===== config.mk =====
export PLATFORM = sky130hd
export DESIGN_NAME = if_id_hazard_stage_flat
export DESIGN_NICKNAME = d
export VERILOG_FILES = /design/src/rtl/if_id_hazard_if.sv /design/src/rtl/if_id_hazard_stage.sv /design/src/flat_wrapper.sv
export SDC_FILE = /design/constraint.sdc
export NUM_CORES = 1
export LEC_CHECK = 0
export ABC_CLOCK_PERIOD_IN_PS = 4800
export CORE_UTILIZATION = 25
export CTS_BUF_LIST = sky130_fd_sc_hd__clkbuf_4
export DETAILED_ROUTE_END_ITERATION = 8
export PLACE_DENSITY_LB_ADDON = 0.1
export SLEW_MARGIN = 20
export SYNTH_ARGS = -nofsm -noshare
export SYNTH_HDL_FRONTEND = slang
export SYNTH_SLANG_ARGS = --single-unit

===== constraint.sdc =====
create_clock -name clk -period 4.8 [get_ports clk]
set_input_delay 0.96 -clock clk [delete_from_list [all_inputs] [get_ports clk]]
set_output_delay 0.96 -clock clk [all_outputs]
set_load 0.005 [all_outputs]

===== src/rtl/if_id_hazard_if.sv =====
// IF/ID pipeline bus: fetch-side inputs, hazard requests and the
// registered ID-side outputs plus the combinational pipeline enables.
//
// Enable semantics: a value on pc_if/instr_if is captured into IF/ID at
// a rising edge only when IF_ID_Write=1 in that cycle. PcWrite=1 lets
// the fetch stage advance. ID_EXE_Bubble=1 asks the next stage to zero
// its control fields for this cycle. The hazard inputs carry no
// handshake and act in the cycle they are asserted.
interface if_id_hazard_if;
    logic        Load_hazard;
    logic        Branch_hazard;
    logic [31:0] pc_if;
    logic [31:0] instr_if;
    logic [31:0] pc_id;
    logic [31:0] instr_id;
    logic        valid_id;
    logic        PcWrite;
    logic        IF_ID_Write;
    logic        ID_EXE_Bubble;

    // Pipeline/hazard-controller side: drives fetch data and hazards.
    modport master (
        output Load_hazard, Branch_hazard, pc_if, instr_if,
        input  pc_id, instr_id, valid_id, PcWrite, IF_ID_Write, ID_EXE_Bubble
    );

    // IF/ID stage side.
    modport slave (
        input  Load_hazard, Branch_hazard, pc_if, instr_if,
        output pc_id, instr_id, valid_id, PcWrite, IF_ID_Write, ID_EXE_Bubble
    );
endinterface


===== src/rtl/if_id_hazard_stage.sv =====
// IF/ID pipeline register with load-use stall, branch flush, event
// counters and a watchdog on over-long stall sequences.
module if_id_hazard_stage #(
    parameter logic [31:0] NOP_INSTR = 32'h00000013,
    parameter int          MAX_STALL = 1,
    parameter int          CNT_W     = 32
) (
    input  logic             clk,
    input  logic             reset,
    if_id_hazard_if.slave    bus,
    output logic [1:0]       state_o,
    output logic [CNT_W-1:0] stall_cnt,
    output logic [CNT_W-1:0] flush_cnt,
    output logic             stall_error
);

    // Consecutive-stall counter only has to reach MAX_STALL+1.
    localparam int CONSEC_W = $clog2(MAX_STALL + 2);
    localparam logic [CONSEC_W-1:0] CONSEC_LIM = CONSEC_W'(MAX_STALL);
    localparam logic [CONSEC_W-1:0] CONSEC_SAT = CONSEC_W'(MAX_STALL + 1);
    localparam logic [CNT_W-1:0]    CNT_MAX    = {CNT_W{1'b1}};

    typedef enum logic [1:0] {
        ST_RUN   = 2'd0,
        ST_STALL = 2'd1,
        ST_FLUSH = 2'd2
    } state_t;

    state_t              state_q, state_d;
    logic [31:0]         pc_id_q, pc_id_d;
    logic [31:0]         instr_id_q, instr_id_d;
    logic                valid_id_q, valid_id_d;
    logic [CNT_W-1:0]    stall_cnt_q, stall_cnt_d;
    logic [CNT_W-1:0]    flush_cnt_q, flush_cnt_d;
    logic [CONSEC_W-1:0] consec_q, consec_d;
    logic                stall_error_q, stall_error_d;

    logic do_flush;
    logic do_stall;

    // Action decode: branch flush wins over a load stall; reset masks both.
    always_comb begin
        do_flush = 1'b0;
        do_stall = 1'b0;
        if (!reset) begin
            do_flush = bus.Branch_hazard;
            do_stall = bus.Load_hazard && !bus.Branch_hazard;
        end
    end

    // Zero-latency pipeline enables derived from this cycle's action.
    always_comb begin
        bus.PcWrite       = 1'b1;
        bus.IF_ID_Write   = 1'b1;
        bus.ID_EXE_Bubble = 1'b0;
        if (reset || do_flush) begin
            bus.ID_EXE_Bubble = 1'b1;
        end else if (do_stall) begin
            bus.PcWrite       = 1'b0;
            bus.IF_ID_Write   = 1'b0;
            bus.ID_EXE_Bubble = 1'b1;
        end
    end

    // Next-state: FSM, IF/ID contents, counters and watchdog.
    always_comb begin
        state_d       = ST_RUN;
        pc_id_d       = bus.pc_if;
        instr_id_d    = bus.instr_if;
        valid_id_d    = 1'b1;
        stall_cnt_d   = stall_cnt_q;
        flush_cnt_d   = flush_cnt_q;
        consec_d      = '0;
        stall_error_d = stall_error_q;
        if (do_flush) begin
            state_d    = ST_FLUSH;
            instr_id_d = NOP_INSTR;
            valid_id_d = 1'b0;
            if (flush_cnt_q != CNT_MAX) begin
                flush_cnt_d = flush_cnt_q + 1'b1;
            end
        end else if (do_stall) begin
            state_d    = ST_STALL;
            pc_id_d    = pc_id_q;
            instr_id_d = instr_id_q;
            valid_id_d = valid_id_q;
            if (stall_cnt_q != CNT_MAX) begin
                stall_cnt_d = stall_cnt_q + 1'b1;
            end
            // A stall entered with MAX_STALL already behind it is one too many.
            if (consec_q >= CONSEC_LIM) begin
                stall_error_d = 1'b1;
            end
            consec_d = (consec_q >= CONSEC_SAT) ? CONSEC_SAT : consec_q + 1'b1;
        end
    end

    // State registers with synchronous reset.
    always_ff @(posedge clk) begin
        if (reset) begin
            state_q       <= ST_RUN;
            pc_id_q       <= '0;
            instr_id_q    <= NOP_INSTR;
            valid_id_q    <= 1'b0;
            stall_cnt_q   <= '0;
            flush_cnt_q   <= '0;
            consec_q      <= '0;
            stall_error_q <= 1'b0;
        end else begin
            state_q       <= state_d;
            pc_id_q       <= pc_id_d;
            instr_id_q    <= instr_id_d;
            valid_id_q    <= valid_id_d;
            stall_cnt_q   <= stall_cnt_d;
            flush_cnt_q   <= flush_cnt_d;
            consec_q      <= consec_d;
            stall_error_q <= stall_error_d;
        end
    end

    assign bus.pc_id    = pc_id_q;
    assign bus.instr_id = instr_id_q;
    assign bus.valid_id = valid_id_q;
    assign state_o      = state_q;
    assign stall_cnt    = stall_cnt_q;
    assign flush_cnt    = flush_cnt_q;
    assign stall_error  = stall_error_q;

endmodule


===== src/flat_wrapper.sv =====
// flat-port wrapper written by rule: the top's interface ports become plain ports
module if_id_hazard_stage_flat 
#(
    parameter logic [31:0] NOP_INSTR = 32'h00000013,
    parameter int          MAX_STALL = 1,
    parameter int          CNT_W     = 32
)
  (clk, reset, state_o, stall_cnt, flush_cnt, stall_error, bus_Load_hazard, bus_Branch_hazard, bus_pc_if, bus_instr_if, bus_pc_id, bus_instr_id, bus_valid_id, bus_PcWrite, bus_IF_ID_Write, bus_ID_EXE_Bubble);
  if_id_hazard_if bus_i ();
  input  logic clk;
  input  logic reset;
  output logic [1:0] state_o;
  output logic [CNT_W-1:0] stall_cnt;
  output logic [CNT_W-1:0] flush_cnt;
  output logic stall_error;
  input wire logic [$bits(bus_i.Load_hazard)-1:0] bus_Load_hazard;
  input wire logic [$bits(bus_i.Branch_hazard)-1:0] bus_Branch_hazard;
  input wire logic [$bits(bus_i.pc_if)-1:0] bus_pc_if;
  input wire logic [$bits(bus_i.instr_if)-1:0] bus_instr_if;
  output wire logic [$bits(bus_i.pc_id)-1:0] bus_pc_id;
  output wire logic [$bits(bus_i.instr_id)-1:0] bus_instr_id;
  output wire logic [$bits(bus_i.valid_id)-1:0] bus_valid_id;
  output wire logic [$bits(bus_i.PcWrite)-1:0] bus_PcWrite;
  output wire logic [$bits(bus_i.IF_ID_Write)-1:0] bus_IF_ID_Write;
  output wire logic [$bits(bus_i.ID_EXE_Bubble)-1:0] bus_ID_EXE_Bubble;
  assign bus_i.Load_hazard = bus_Load_hazard;
  assign bus_i.Branch_hazard = bus_Branch_hazard;
  assign bus_i.pc_if = bus_pc_if;
  assign bus_i.instr_if = bus_instr_if;
  assign bus_pc_id = bus_i.pc_id;
  assign bus_instr_id = bus_i.instr_id;
  assign bus_valid_id = bus_i.valid_id;
  assign bus_PcWrite = bus_i.PcWrite;
  assign bus_IF_ID_Write = bus_i.IF_ID_Write;
  assign bus_ID_EXE_Bubble = bus_i.ID_EXE_Bubble;
  if_id_hazard_stage #(.NOP_INSTR(NOP_INSTR), .MAX_STALL(MAX_STALL), .CNT_W(CNT_W)) u_core (.clk(clk), .reset(reset), .bus(bus_i), .state_o(state_o), .stall_cnt(stall_cnt), .flush_cnt(flush_cnt), .stall_error(stall_error));
endmodule

==> results.md <==
* Status: finished with violations
* Failing checks: design-rule violations
* Fmax at 293.4 MHz
* Largest net degree at the start of global routing at 60
* Antenna viol nets, final at 0
* Slowest cell on crit path: clkdlybuf4s50_1
* Async set or reset register ratio after synthesis at 0%
* Net Count, Synth at 720
* H-tree depth at 4
* Setup ws final at 1392 ps
* Worst slack, placed at 1288 ps
* DR iter-0 viols at 227
* Fin crit share at 71.00%
* DIE HEIGHT at 152.4 um
* Setup tns final at 0 ps
* Max Cap Viol at 0
* Worst slew pin tran at 1034 ps
* Root Buffer: clkbuf_4
* Core Region at 0.02203 mm2
* Crit end category: output port
* CP top delay family: buffers and inverters
* Buffers added on ports at 202
* CP startpoint kind: primary input
* Post-synth top cells: dfxtp_1, nand2_1, nor2_1
* Max incr delay on CP at 500 ps
* CTS clk-pin slew, worst paths at 100 ps
* Clock Sinks at 134
* Hold_buf cts at 0
* GRT Residual Overflow at 0
* Avg WL per Cell at 15.69 um
* Count of buffer and inverter cells on the critical path at 4
* Post-synth top area share at 47.45%
* Syn_area_per_cell at 8.697 um2
* Die area at 0.02322 mm2
* CP dominant cell by count: clkdlybuf4s50_1
* Post-Syn Area at 0.005653 mm2
* Via Count at 5,570
* PwrDens at 257.8 mW/mm2
* Pleak at 2.891 nW
* Peak VDD IR at 178.0 uV
* DIE WIDTH at 152.4 um
* Pwr Total at 2.097 mW
* Synth area leaders: dfxtp_1, nand2_1, mux2i_1
* Worst path arrival time at 2450 ps
* CP Class: in -> out
* Max-slew violation count at 0
* Skew-Pair Late Insertion Delay at 540 ps
* Vias/cell at 4.916
* Num CTS Buffers at 17
* # nets final at 911
* Area grow syn2layout at 43.87%
* Total wire length at 17.78 mm
* Post_cts resized at 0
* Clock tree buffer depth at 2
* Global Route Usage Sum at 15.44%
* Yosys cell types at 53
* Yosys reg bits at 134
* Unrepaired setup endpoints after global routing: false
* # rows at 54
* CP Max Fanout at 10
* Post-route DRC at 13
* I/O pins at 203
* EDFF count, synth at 0
* Cells along the critical path: clkdlybuf4s50_1 > buf_4 > nor2_4 > and2_1 > inv_2 > clkdlybuf4s50_1
* Cells after Synth at 650
* Final hold vios at 0
* Most common cell in the synthesized netlist: dfxtp_1
* Vias in the first global route at 5,428
* Synth Flop Type: dfxtp_1
* Max_slew headroom at 31.06%
* RePlAce Congestion at 0.8113
* First-pass GRT wire length at 28.50 mm
* Hold_ws at 432.5 ps
* Finish-stage setup viols at 0
* Req. time, crit path at 3840 ps
* Final min period at 3408 ps
* Worst hold path class: reg -> reg
* Yosys warning count at 0
* Dpl hpwl at 12.68 mm
* Initial core utilization at 25.66%
* Initial antenna violation count at 1
* Layout cells sized above 1 at 7.160%
* Area leader, netlist: dfxtp_1
* Register area share after synthesis at 47.45%
* CTS tree: done
* Clock skew at 36.26 ps
* Setup Fix Bufs, Post-CTS at 0
* Drt pass-1 iters at 7
[registers in the layout (all words and copies together), names as in the netlist]
register,flops
u_core.bus.valid_id,1
u_core.state_o,2
u_core.bus.instr_id,32
u_core.stall_error,1
u_core.stall_cnt,32
u_core.flush_cnt,32
u_core.consec_q,2
u_core.bus.pc_id,32
[power breakdown]
group          internal, mW  total, mW  switching [mW]
clock network         0.301      0.715           0.415
logic                 0.128      0.218          0.0905
registers              1.14       1.16          0.0199
[layout by cell type, fill, tap and decap left out, types with 9 or more instances in the layout]
cell type        count
a21oi_1             44
clkbuf_4            18
clkdlybuf4s50_1    200
dfxtp_1            134
inv_1                9
mux2i_1             33
nand2_1             97
nand3_1             48
nand4_1             23
nor2_1              59
o21ai_0             27
o31ai_1             16
or3_1               28
or4_1               20
[final cells by class]
| class | count | area, um2 |
|---|---|---|
| Fill cell | 2231 | 13890 |
| Inverter | 10 | 37.54 |
| Antenna cell | 1 | 2.502 |
| Timing Repair Buffer | 208 | 2057 |
| Sequential cell | 134 | 2683 |
| Clock inverter | 12 | 113.9 |
| Clock buffer | 18 | 135.1 |
| Multi-Input combinational cell | 470 | 2754 |
| Tap cell | 280 | 350.3 |
[final timing paths]
check	slack [ps]	cells past startpoint	to	start
setup reg to reg	1810	6	u_core.stall_cnt[13]	u_core.stall_cnt[0]
hold reg to reg	430	1	u_core.consec_q[0]	u_core.consec_q[1]
setup / recovery	1390	6	bus_PcWrite	bus_Branch_hazard
hold / removal	430	1	u_core.consec_q[0]	u_core.consec_q[1]
[metal layers]
metal  GRT usage (%)  vias to the layer above  share of wire, %
met3           4.636                       28               6.1
met5               0                        -                 0
met2           26.73                      183                49
met4           6.754                        0               3.0
met1           17.52                     2652                42
li1                -                     2707                 -
[cells by family (layout without fill, tap and decap cells)]
family | count (synthesis) | after routing | share of synthesized area (%)
flops | 134 | 134 | 47.45
buf+inv | 46 | 248 | 3.829
xor+xnor | 10 | 10 | 1.549
other cells | 0 | 1 | 0
simple gates | 317 | 317 | 29.06
fa+ha+maj | 2 | 2 | 0.4426
mux | 37 | 37 | 6.773
compound gates | 104 | 104 | 10.89
[per-stage QoR]
step	instance area [um2]	cells	util [%]
after floorplan	5653	650	-
after global placement	7881	1102	35.78
after detailed placement	7881	1102	35.78
after CTS	8130	1132	36.91
after global routing	8133	1133	36.92
final	8133	1133	36.92
(Power assumes the default switching activity.)
